**config.mk**
```make
export PLATFORM = sky130hd
export DESIGN_NAME = prog_load_dump_ctrl
export DESIGN_NICKNAME = d
export VERILOG_FILES = /design/src/rtl/prog_load_dump_ctrl.sv
export SDC_FILE = /design/constraint.sdc
export NUM_CORES = 1
export LEC_CHECK = 0
export ABC_AREA = 1
export CAP_MARGIN = 20
export CORE_MARGIN = 3
export CORE_UTILIZATION = 38
export DETAILED_ROUTE_END_ITERATION = 6
export PLACE_DENSITY = 0.77
export SYNTH_ARGS = -nofsm -noshare
export SYNTH_HDL_FRONTEND = slang
export SYNTH_SLANG_ARGS = --single-unit
```
**constraint.sdc**
```tcl
create_clock -name clk -period 4.1 [get_ports clk]
set_clock_uncertainty 0.2 [all_clocks]
set_input_delay 0.82 -clock clk [delete_from_list [all_inputs] [get_ports clk]]
set_output_delay 0.82 -clock clk [all_outputs]
set_load 0.02 [all_outputs]
```
**src/rtl/prog_load_dump_ctrl.sv**
```systemverilog
// Program loader / run supervisor / result dumper for a pipelined CPU.
// Streams words into imem, runs the CPU until halt or timeout, then streams dmem out.
module prog_load_dump_ctrl #(
  parameter int IMEM_DEPTH = 256,
  parameter int DMEM_DEPTH = 32,
  parameter int MAX_CYCLES = 100000,
  parameter int HALT_GRACE = 2,
  localparam int IAW = (IMEM_DEPTH > 1) ? $clog2(IMEM_DEPTH) : 1,
  localparam int DAW = (DMEM_DEPTH > 1) ? $clog2(DMEM_DEPTH) : 1
) (
  input  logic           clk,
  input  logic           reset,
  input  logic           in_valid,
  output logic           in_ready,
  input  logic [31:0]    in_data,
  input  logic           in_last,
  output logic           imem_we,
  output logic [IAW-1:0] imem_addr,
  output logic [31:0]    imem_wdata,
  output logic           cpu_reset,
  input  logic [31:0]    cpu_instruction,
  output logic [DAW-1:0] dmem_rd_addr,
  input  logic [63:0]    dmem_rd_data,
  output logic           out_valid,
  input  logic           out_ready,
  output logic [63:0]    out_data,
  output logic           out_last,
  output logic [31:0]    cycle_count,
  output logic           timeout,
  output logic           done
);

  typedef enum logic [2:0] {
    S_LOAD, S_RUN, S_DUMP_RD, S_DUMP_OUT, S_DONE
  } state_t;

  state_t         state_q, state_d;
  logic [IAW-1:0] wr_ptr_q, wr_ptr_d;
  logic [DAW-1:0] rd_ptr_q, rd_ptr_d;
  logic [31:0]    cnt_q, cnt_d;
  logic           to_q, to_d;
  logic [63:0]    odata_q, odata_d;
  logic           halt;
  logic           rd_last;

  assign imem_addr    = wr_ptr_q;
  assign imem_wdata   = in_data;
  assign dmem_rd_addr = rd_ptr_q;
  assign out_data     = odata_q;
  assign cycle_count  = cnt_q;
  assign timeout      = to_q;

  // Zero fetches are ignored during the first HALT_GRACE cycles while the pipeline fills.
  assign halt    = (cpu_instruction == 32'd0) && (cnt_q >= 32'(HALT_GRACE));
  assign rd_last = (rd_ptr_q == DAW'(DMEM_DEPTH - 1));

  always_ff @(posedge clk or posedge reset) begin
    if (reset) begin
      state_q  <= S_LOAD;
      wr_ptr_q <= '0;
      rd_ptr_q <= '0;
      cnt_q    <= '0;
      to_q     <= 1'b0;
      odata_q  <= '0;
    end else begin
      state_q  <= state_d;
      wr_ptr_q <= wr_ptr_d;
      rd_ptr_q <= rd_ptr_d;
      cnt_q    <= cnt_d;
      to_q     <= to_d;
      odata_q  <= odata_d;
    end
  end

  always_comb begin
    state_d   = state_q;
    wr_ptr_d  = wr_ptr_q;
    rd_ptr_d  = rd_ptr_q;
    cnt_d     = cnt_q;
    to_d      = to_q;
    odata_d   = odata_q;
    in_ready  = 1'b0;
    imem_we   = 1'b0;
    cpu_reset = 1'b0;
    out_valid = 1'b0;
    out_last  = 1'b0;
    done      = 1'b0;
    case (state_q)
      S_LOAD: begin
        cpu_reset = 1'b1;
        in_ready  = 1'b1;
        if (in_valid) begin
          imem_we  = 1'b1;
          wr_ptr_d = wr_ptr_q + 1'b1;
          if (in_last || (wr_ptr_q == IAW'(IMEM_DEPTH - 1))) begin
            state_d = S_RUN;
            cnt_d   = '0;
          end
        end
      end
      S_RUN: begin
        // The exiting cycle is counted as well; halt wins over a coincident timeout.
        cnt_d = cnt_q + 32'd1;
        if (halt) begin
          state_d = S_DUMP_RD;
        end else if (cnt_q == 32'(MAX_CYCLES - 1)) begin
          to_d    = 1'b1;
          state_d = S_DUMP_RD;
        end
      end
      S_DUMP_RD: begin
        odata_d = dmem_rd_data;
        state_d = S_DUMP_OUT;
      end
      S_DUMP_OUT: begin
        out_valid = 1'b1;
        out_last  = rd_last;
        if (out_ready) begin
          if (rd_last) begin
            state_d = S_DONE;
          end else begin
            rd_ptr_d = rd_ptr_q + 1'b1;
            state_d  = S_DUMP_RD;
          end
        end
      end
      S_DONE: begin
        done = 1'b1;
      end
      default: state_d = S_LOAD;
    endcase
  end

endmodule

```
# == After elaboration in Yosys (flattened, before gate mapping) ==
# Index checks and enable logic that the tools add are counted.
# W data, S select, Z words.
# op_classes
addsub,3
n_lt_le_gt_ge,1
n_eq_ne,11
mux,16
bitwise_logic,3
reduce_logical,10
# op_table
operator,count
$mux W32,2
$pmux W32 S2,1
$add A32 B1 Y32 const B,1
$eq A32 B17 Y1 const B,1
$ge A32 B2 Y1 const B,1
$logic_not A32 Y1,1
$mux W3,6
$pmux W3 S5,1
$reduce_and A3 Y1,3
$add A8 B1 Y8 const B,1
$eq A8 B8 Y1 const B,1
$eq A3 B2 Y1 const B,2
$mux W1,6
$ne A2 B2 Y1 const B,3
$add A5 B1 Y5 const B,1
$eq A5 B5 Y1 const B,1
$reduce_and A5 Y1,1
$eq A3 B1 Y1 const B,1
$eq A3 B3 Y1 const B,1
$logic_not A3 Y1,1
$ne A3 B3 Y1 const B,1
$not A1 Y1,3
$reduce_and A2 Y1,1
$reduce_bool A2 Y1,1
other kinds (2),2
# totals
regBits,113
inputBits,133
output_inout_bits,148
word_cells,50

# == Depth between registers and ports, before layout ==
# Gate-level depths: netlist (run 1).
# logic_depth
depth_word,5
mapped_depth,12
mapped_depth_nobuf,12

# == Worst setup path before layout (run 1) ==
# No wires, ideal clock.
# synth_path
kind,flip-flop to output port
start,"reg rd_ptr_q[0], in the netlist dmem_rd_addr[0]"
end,out out_last
arrival_time_ps,1338
required_time_ps,3080
setup_slack_ps,1742
stages_incl_launch_ff,7
path_cell_list,dfrtp_1 > ha_1 > inv_1 > nor2_1 > ha_1 > inv_1 > nor2_1
# synth_between
elab_chain_len,2
# synth_lines
element,line,rtl
start: declaration,39,"logic [DAW-1:0] rd_ptr_q, rd_ptr_d;"
start signal: assignment,68,rd_ptr_q <= rd_ptr_d;
$eq A5 B5 Y1,55,assign rd_last = (rd_ptr_q == DAW'(DMEM_DEPTH - 1));
$mux W1,88,case (state_q)
end: declaration,27,"output logic out_last,"
# Every way passes these cells.

# == Final worst setup path (run 1) ==
# Same ends and word-level chain as after synthesis.

==> results of run 1 <==
-- cell usage after synthesis --
library cell	n	area [µm²]
a21o_1	1	7.510
a21oi_2	1	8.760
buf_2	1	5.000
buf_4	34	255.2
buf_6	10	112.6
clkbuf_2	1	5.000
dfrtp_1	113	2828
ha_1	5	62.56
inv_1	53	198.9
inv_2	9	33.78
mux2_2	17	191.4
mux2_4	49	735.7
nand2_1	146	548.0
nand2_2	6	37.54
nand2_4	1	11.26
nand3_1	49	245.2
nand3_2	2	20.02
nand3b_1	1	7.510
nand4_1	8	50.05
nor2_1	60	225.2
nor2_2	5	31.28
nor2_4	7	78.83
nor2b_2	1	8.760
nor3_1	13	65.06
nor3_2	7	70.07
nor3_4	2	32.53
nor4_1	1	6.260
o211ai_1	2	15.01
o21ai_0	5	25.02
o21ai_1	13	65.06
o21bai_4	1	18.77
or2_1	1	6.260
xnor2_1	2	17.52
xor2_1	21	183.9
-- registers in the layout (all words and copies together), names as in the netlist --
signal	flops
out_data	64
cycle_count	32
imem_addr	8
dmem_rd_addr	5
state_q	3
timeout	1
-- final timing paths --
| kind | from | end | slack, ns |
|---|---|---|---|
| worst max register to register | state_q[1]$_DFFE_PP0P_ | out_data[22]$_DFFE_PP0P_ | 1.64 |
| min in group asynchronous | reset | cycle_count[21]$_DFFE_PP0P_ | 0.56 |
| worst min register to register | timeout$_DFFE_PP0P_ | timeout$_DFFE_PP0P_ | 0.26 |
| worst max-delay path | dmem_rd_addr[0]$_DFFE_PP0P_ | out_last | 0.84 |
| worst min-delay path | timeout$_DFFE_PP0P_ | timeout$_DFFE_PP0P_ | 0.26 |
| max in group asynchronous | reset | dmem_rd_addr[4]$_DFFE_PP0P_ | 2.45 |
-- metrics by stage --
step           setup WS, ns  total power [mW]  util, %  hold slack, ns  cell area [µm²]
3_3_place_gp         0.9310             5.121    52.25          0.2413             8330
3_5_place_dp         0.9099             5.174    52.25          0.2472             8330
5_1_grt              0.7135             7.095    56.17          0.2864             8955
6_report             0.8395             6.710    56.17          0.2563             8955
4_1_cts              0.7983             6.785    56.17          0.2608             8955
2_1_floorplan       0.09264             3.894        -          0.3112             6213
-- critical path: stages, from the launching register on --
cell and delay [ns]:
dfrtp_1 0.43, ha_1 0.19, inv_1 0.05, nor2_1 0.11, ha_1 0.19, inv_1 0.07
nor2_1 0.14, clkdlybuf4s50_1 0.64
-- cell families (layout without fill, tap and decap cells) --
| family | count (synthesis) | count (layout) | share of synthesized area, % |
|---|---|---|---|
| adders and majority gates | 5 | 5 | 1.007 |
| AOI/OAI and AO/OA | 23 | 23 | 2.255 |
| and+or+nand+nor | 310 | 310 | 23.24 |
| buffers and inverters | 108 | 314 | 9.827 |
| DFF | 113 | 113 | 45.51 |
| muxes | 66 | 66 | 14.92 |
| xor gates and xnor gates | 23 | 23 | 3.242 |
-- report_power, final --
| group | internal (mW) | switching, mW |
|---|---|---|
| combinational | 1.61 | 1.55 |
| clock | 0.978 | 0.589 |
| sequential | 1.58 | 0.399 |
| total | 4.17 | 2.54 |
-- layout make-up --
class | instances | area, µm²
flip-flops and latches | 113 | 2828
clock inverters | 15 | 198.9
well taps | 216 | 270.3
multi-input cells | 427 | 2793
repair buffers | 220 | 2205
fillers | 1417 | 6988
clock buffers | 17 | 425.4
inverters | 62 | 235.2
-- layer usage --
metal,vias to the layer above,track usage (%)
met5,-,0
met4,0,6.914
met3,25,7.577
met2,170,31.41
met1,2335,21.80
li1,2452,-
==> results.py, run 1 <==
metrics = {
    "setup_path": {
        "crit_path_end_kind": "output port",
        "path_max_fanout": 4,
        "cp.required_ns": 3.08,
        "r2r_cells": 3,
        "cp-start-kind": "flop",
        "crit_type": "flop to output port",
        "crit_arrival_ns": 2.24,
    },
    "floorplan": {
        "die_w_um": 133.9,
        "row_count": 46,
        "die_h_um": 133.9,
        "pin_count": 281,
        "die_area_um2": 17920,
        "core_um2": 15940,
        "floorplan.initialDensity_pct": 38.97,
    },
    "place": {
        "dpl.hpwl_um": 12540,
        "placedCellCount": 1038,
        "io_buffers": 216,
        "place.gp.congestion": 0.9109,
    },
    "timing": {
        "finalSetupTns_ns": 0,
        "rsz0062_at_grt": "false",
        "finalCritPeriodShare_pct": 79.52,
        "slew_headroom_pct": 33.18,
        "slew_viol_final": 0,
        "tightest_slew_ns": 1.002,
        "max_freq_ghz": 0.3067,
        "hold_violations": 0,
        "fin_crit_ns": 3.261,
        "finalSetupViolations": 0,
    },
    "routing": {
        "met3_length_um": 1406,
        "route.layer.met1.wl_um": 6616,
        "drc": 0,
        "wl_um": 16430,
        "via_per_inst": 4.656,
        "vias": 4982,
        "ant_nets": 0,
        "wl_per_cell_um": 15.36,
        "wl_met2_um": 8086,
        "dr.pass1.iters": 4,
        "drt-initial-drc-count": 229,
        "topRoutingLayerUsed": "met4",
    },
    "clocking": {
        "htree_num_levels": 4,
        "clkTransAtPathRegs_ns": 0.07,
        "clk_latency_ns": 0.41,
        "postCtsResizedCells": 0,
        "cts_buffer_depth": 2,
        "tritoncts": "done",
        "cts_root_buffer": "clkbuf_16",
        "cts_hold_buf": 0,
        "cts_num_sinks": 113,
        "cts_setup_buffers": 0,
        "cts_buffers": 17,
    },
    "hold_path": {
        "min_path_cells": 1,
        "holdCritPathClass": "flop to flop",
    },
    "yosys": {
        "synth_seq_cells": 113,
        "ys_seq_area_share_pct": 45.51,
        "yosysWarningCount": 0,
        "syn_avg_cell_area_um2": 9.589,
        "ys_types": 34,
        "syn_inst": 648,
        "synthesis.area_um2": 6213,
        "syn_nets": 786,
    },
    "power": {
        "peakVddDrop_uv": 545.9,
        "power_leakage_nw": 4.053,
        "p_per_area_nw_per_um2": 749.3,
    },
    "final_layout": {
        "drive_above_1_share_pct": 17.21,
        "diodes": 0,
        "syn_to_final_growth_pct": 44.12,
        "layout.nets": 979,
        "final_common_cell": "clkdlybuf4s50_1",
        "fin_cells": 1070,
        "most-common-layout-cells": "216 x clkdlybuf4s50_1, 146 x nand2_1, 113 x dfrtp_1",
    },
    "global_route": {
        "grt-ovfl-total": 0,
        "antenna_found_initial": 0,
        "grt_use_total_pct": 18.80,
        "grt_pass1_wl_um": 26750,
        "grt_pass1_vias": 5253,
        "grt_max_degree": 60,
    },
    "run": {
        "max_cap_violations": 0,
    },
    "outcome": {
        "status": "finished clean",
    },
}
No activity file was read; power rests on OpenSTA's default activity.
==> run 2, diff against run 1 <==
- CORE_UTILIZATION: 38 -> 42
- PLACE_DENSITY: 0.77 -> 0.81
- clock period: 4.1 -> 3.2 ns (I/O delays scaled with it)
==> run 2 against run 1 <==
Global-route usage increased by 2.3 points. Final cell count decreased by 3.5%. Flip-flop and latch count unchanged. Via count increased by 1.6%. Critical path depth unchanged. Sequential share of layout area increased by 0.35 points. Clock power increased by 11%. Critical path type unchanged. Hold slack got worse by 0.00062 ns. Largest power group unchanged. Count of clock-buffer cells in the layout increased by 1. Register-to-register slack got worse by 0.62 ns.
==> results.py, run 2 (same netlist as run 1, synthesis figures left out) <==
metrics = {
    "outcome": {
        "status": "finished clean",
    },
    "clocking": {
        "tritoncts": "done",
        "postCtsResizedCells": 0,
        "cts_buffers": 17,
        "cts_setup_buffers": 0,
        "clkTransAtPathRegs_ns": 0.06,
        "cts_root_buffer": "clkbuf_16",
        "htree_num_levels": 4,
        "cts_hold_buf": 0,
        "cts_num_sinks": 113,
        "cts_buffer_depth": 2,
        "clk_latency_ns": 0.41,
    },
    "routing": {
        "wl_met2_um": 8201,
        "wl_per_cell_um": 16.07,
        "topRoutingLayerUsed": "met4",
        "drc": 0,
        "via_per_inst": 4.898,
        "wl_um": 16600,
        "dr.pass1.iters": 7,
        "drt-initial-drc-count": 378,
        "vias": 5060,
        "met3_length_um": 1490,
        "route.layer.met1.wl_um": 6559,
        "ant_nets": 0,
    },
    "power": {
        "p_per_area_nw_per_um2": 942.1,
        "peakVddDrop_uv": 647.2,
        "power_leakage_nw": 4.006,
    },
    "setup_path": {
        "path_max_fanout": 4,
        "crit_arrival_ns": 2.17,
        "slowest_stage": "clkdlybuf4s50_1",
        "crit_family": "buffers and inverters",
        "crit_type": "flop to output port",
        "path_cells": "ha_1 > inv_1 > nor2_1 > ha_1 > inv_1 > nor2_1 > clkdlybuf4s50_1",
        "path_buf_inv": 3,
        "cp.required_ns": 2.36,
        "max_stage_delay_ns": 0.66,
        "crit_path_end_kind": "output port",
        "cp-start-kind": "flop",
    },
    "timing": {
        "rsz0062_at_grt": "false",
        "fin_crit_ns": 3.015,
        "finalCritPeriodShare_pct": 94.21,
        "tightest_slew_ns": 0.7993,
        "finalSetupTns_ns": 0,
        "max_freq_ghz": 0.3317,
        "layout_setup_ws_ns": 0.1852,
        "slew_headroom_pct": 46.57,
        "slew_viol_final": 0,
        "hold_violations": 0,
        "hold_ws_ns": 0.2557,
        "finalSetupViolations": 0,
    },
    "global_route": {
        "grt_pass1_vias": 5304,
        "grt_max_degree": 66,
        "grt_pass1_wl_um": 27100,
        "antenna_found_initial": 0,
        "grt-ovfl-total": 0,
        "grt_use_total_pct": 21.06,
    },
    "final_layout": {
        "largest_reg_flops": 64,
        "drive_above_1_share_pct": 17.00,
        "syn_to_final_growth_pct": 42.55,
        "layout.nets": 979,
        "final_common_cell": "clkdlybuf4s50_1",
        "diodes": 0,
        "most-common-layout-cells": "216 x clkdlybuf4s50_1, 146 x nand2_1, 113 x dfrtp_1",
    },
    "run": {
        "max_cap_violations": 0,
    },
    "place": {
        "post-place-ws_ns": 0.3661,
        "place.gp.congestion": 0.9636,
        "io_buffers": 216,
        "dpl.hpwl_um": 12510,
    },
    "floorplan": {
        "die_h_um": 127.6,
        "floorplan.initialDensity_pct": 43.91,
        "row_count": 43,
        "die_w_um": 127.6,
        "die_area_um2": 16290,
        "pin_count": 281,
        "core_um2": 14150,
    },
    "hold_path": {
        "holdCritPathClass": "flop to flop",
    },
}
run 2: power breakdown:
group	total, mW	internal, mW	leakage [nW]	switching (mW)
combinational	4.06	2.05	2.36	2.01
sequential	2.55	2.03	1.39	0.517
clock	1.74	1.06	0.250	0.677
run 2: worst paths after layout:
check	from	endpoint	slack, ns	cells past startpoint
worst max-delay path	dmem_rd_addr[0]$_DFFE_PP0P_	out_last	0.19	7
worst min-delay path	timeout$_DFFE_PP0P_	timeout$_DFFE_PP0P_	0.26	1
worst max register to register	imem_addr[0]$_DFFE_PP0P_	cycle_count[6]$_DFFE_PP0P_	1.02	8
worst min register to register	timeout$_DFFE_PP0P_	timeout$_DFFE_PP0P_	0.26	1
max in group asynchronous	reset	cycle_count[30]$_DFFE_PP0P_	1.68	3
min in group asynchronous	reset	out_data[14]$_DFFE_PP0P_	0.49	2
run 2: final cells by class:
class / instances / area, µm²
Clock buffer: 18 / 429.2
Clock inverter: 13 / 116.4
Fill cell: 1144 / 5293
Inverter: 62 / 236.5
Multi-Input combinational cell: 427 / 2793
Sequential cell: 113 / 2828
Tap cell: 180 / 225.2
Timing Repair Buffer: 220 / 2230
run 2: through the flow:
| stage | utilization [%] | instances | power [mW] | cell area [µm²] |
|---|---|---|---|---|
| floorplan | - | 648 | 4.990 | 6217 |
| global placement | 58.74 | 1002 | 6.539 | 8312 |
| detailed placement | 58.74 | 1002 | 6.629 | 8312 |
| CTS | 62.60 | 1033 | 8.428 | 8857 |
| global route | 62.60 | 1033 | 8.821 | 8857 |
| finish | 62.60 | 1033 | 8.345 | 8857 |
run 2: per-layer routing:
metal,global-route usage (%),up-vias
met5,0,-
met4,7.303,0
met3,8.278,25
met2,34.84,221
met1,25.05,2367
li1,-,2447
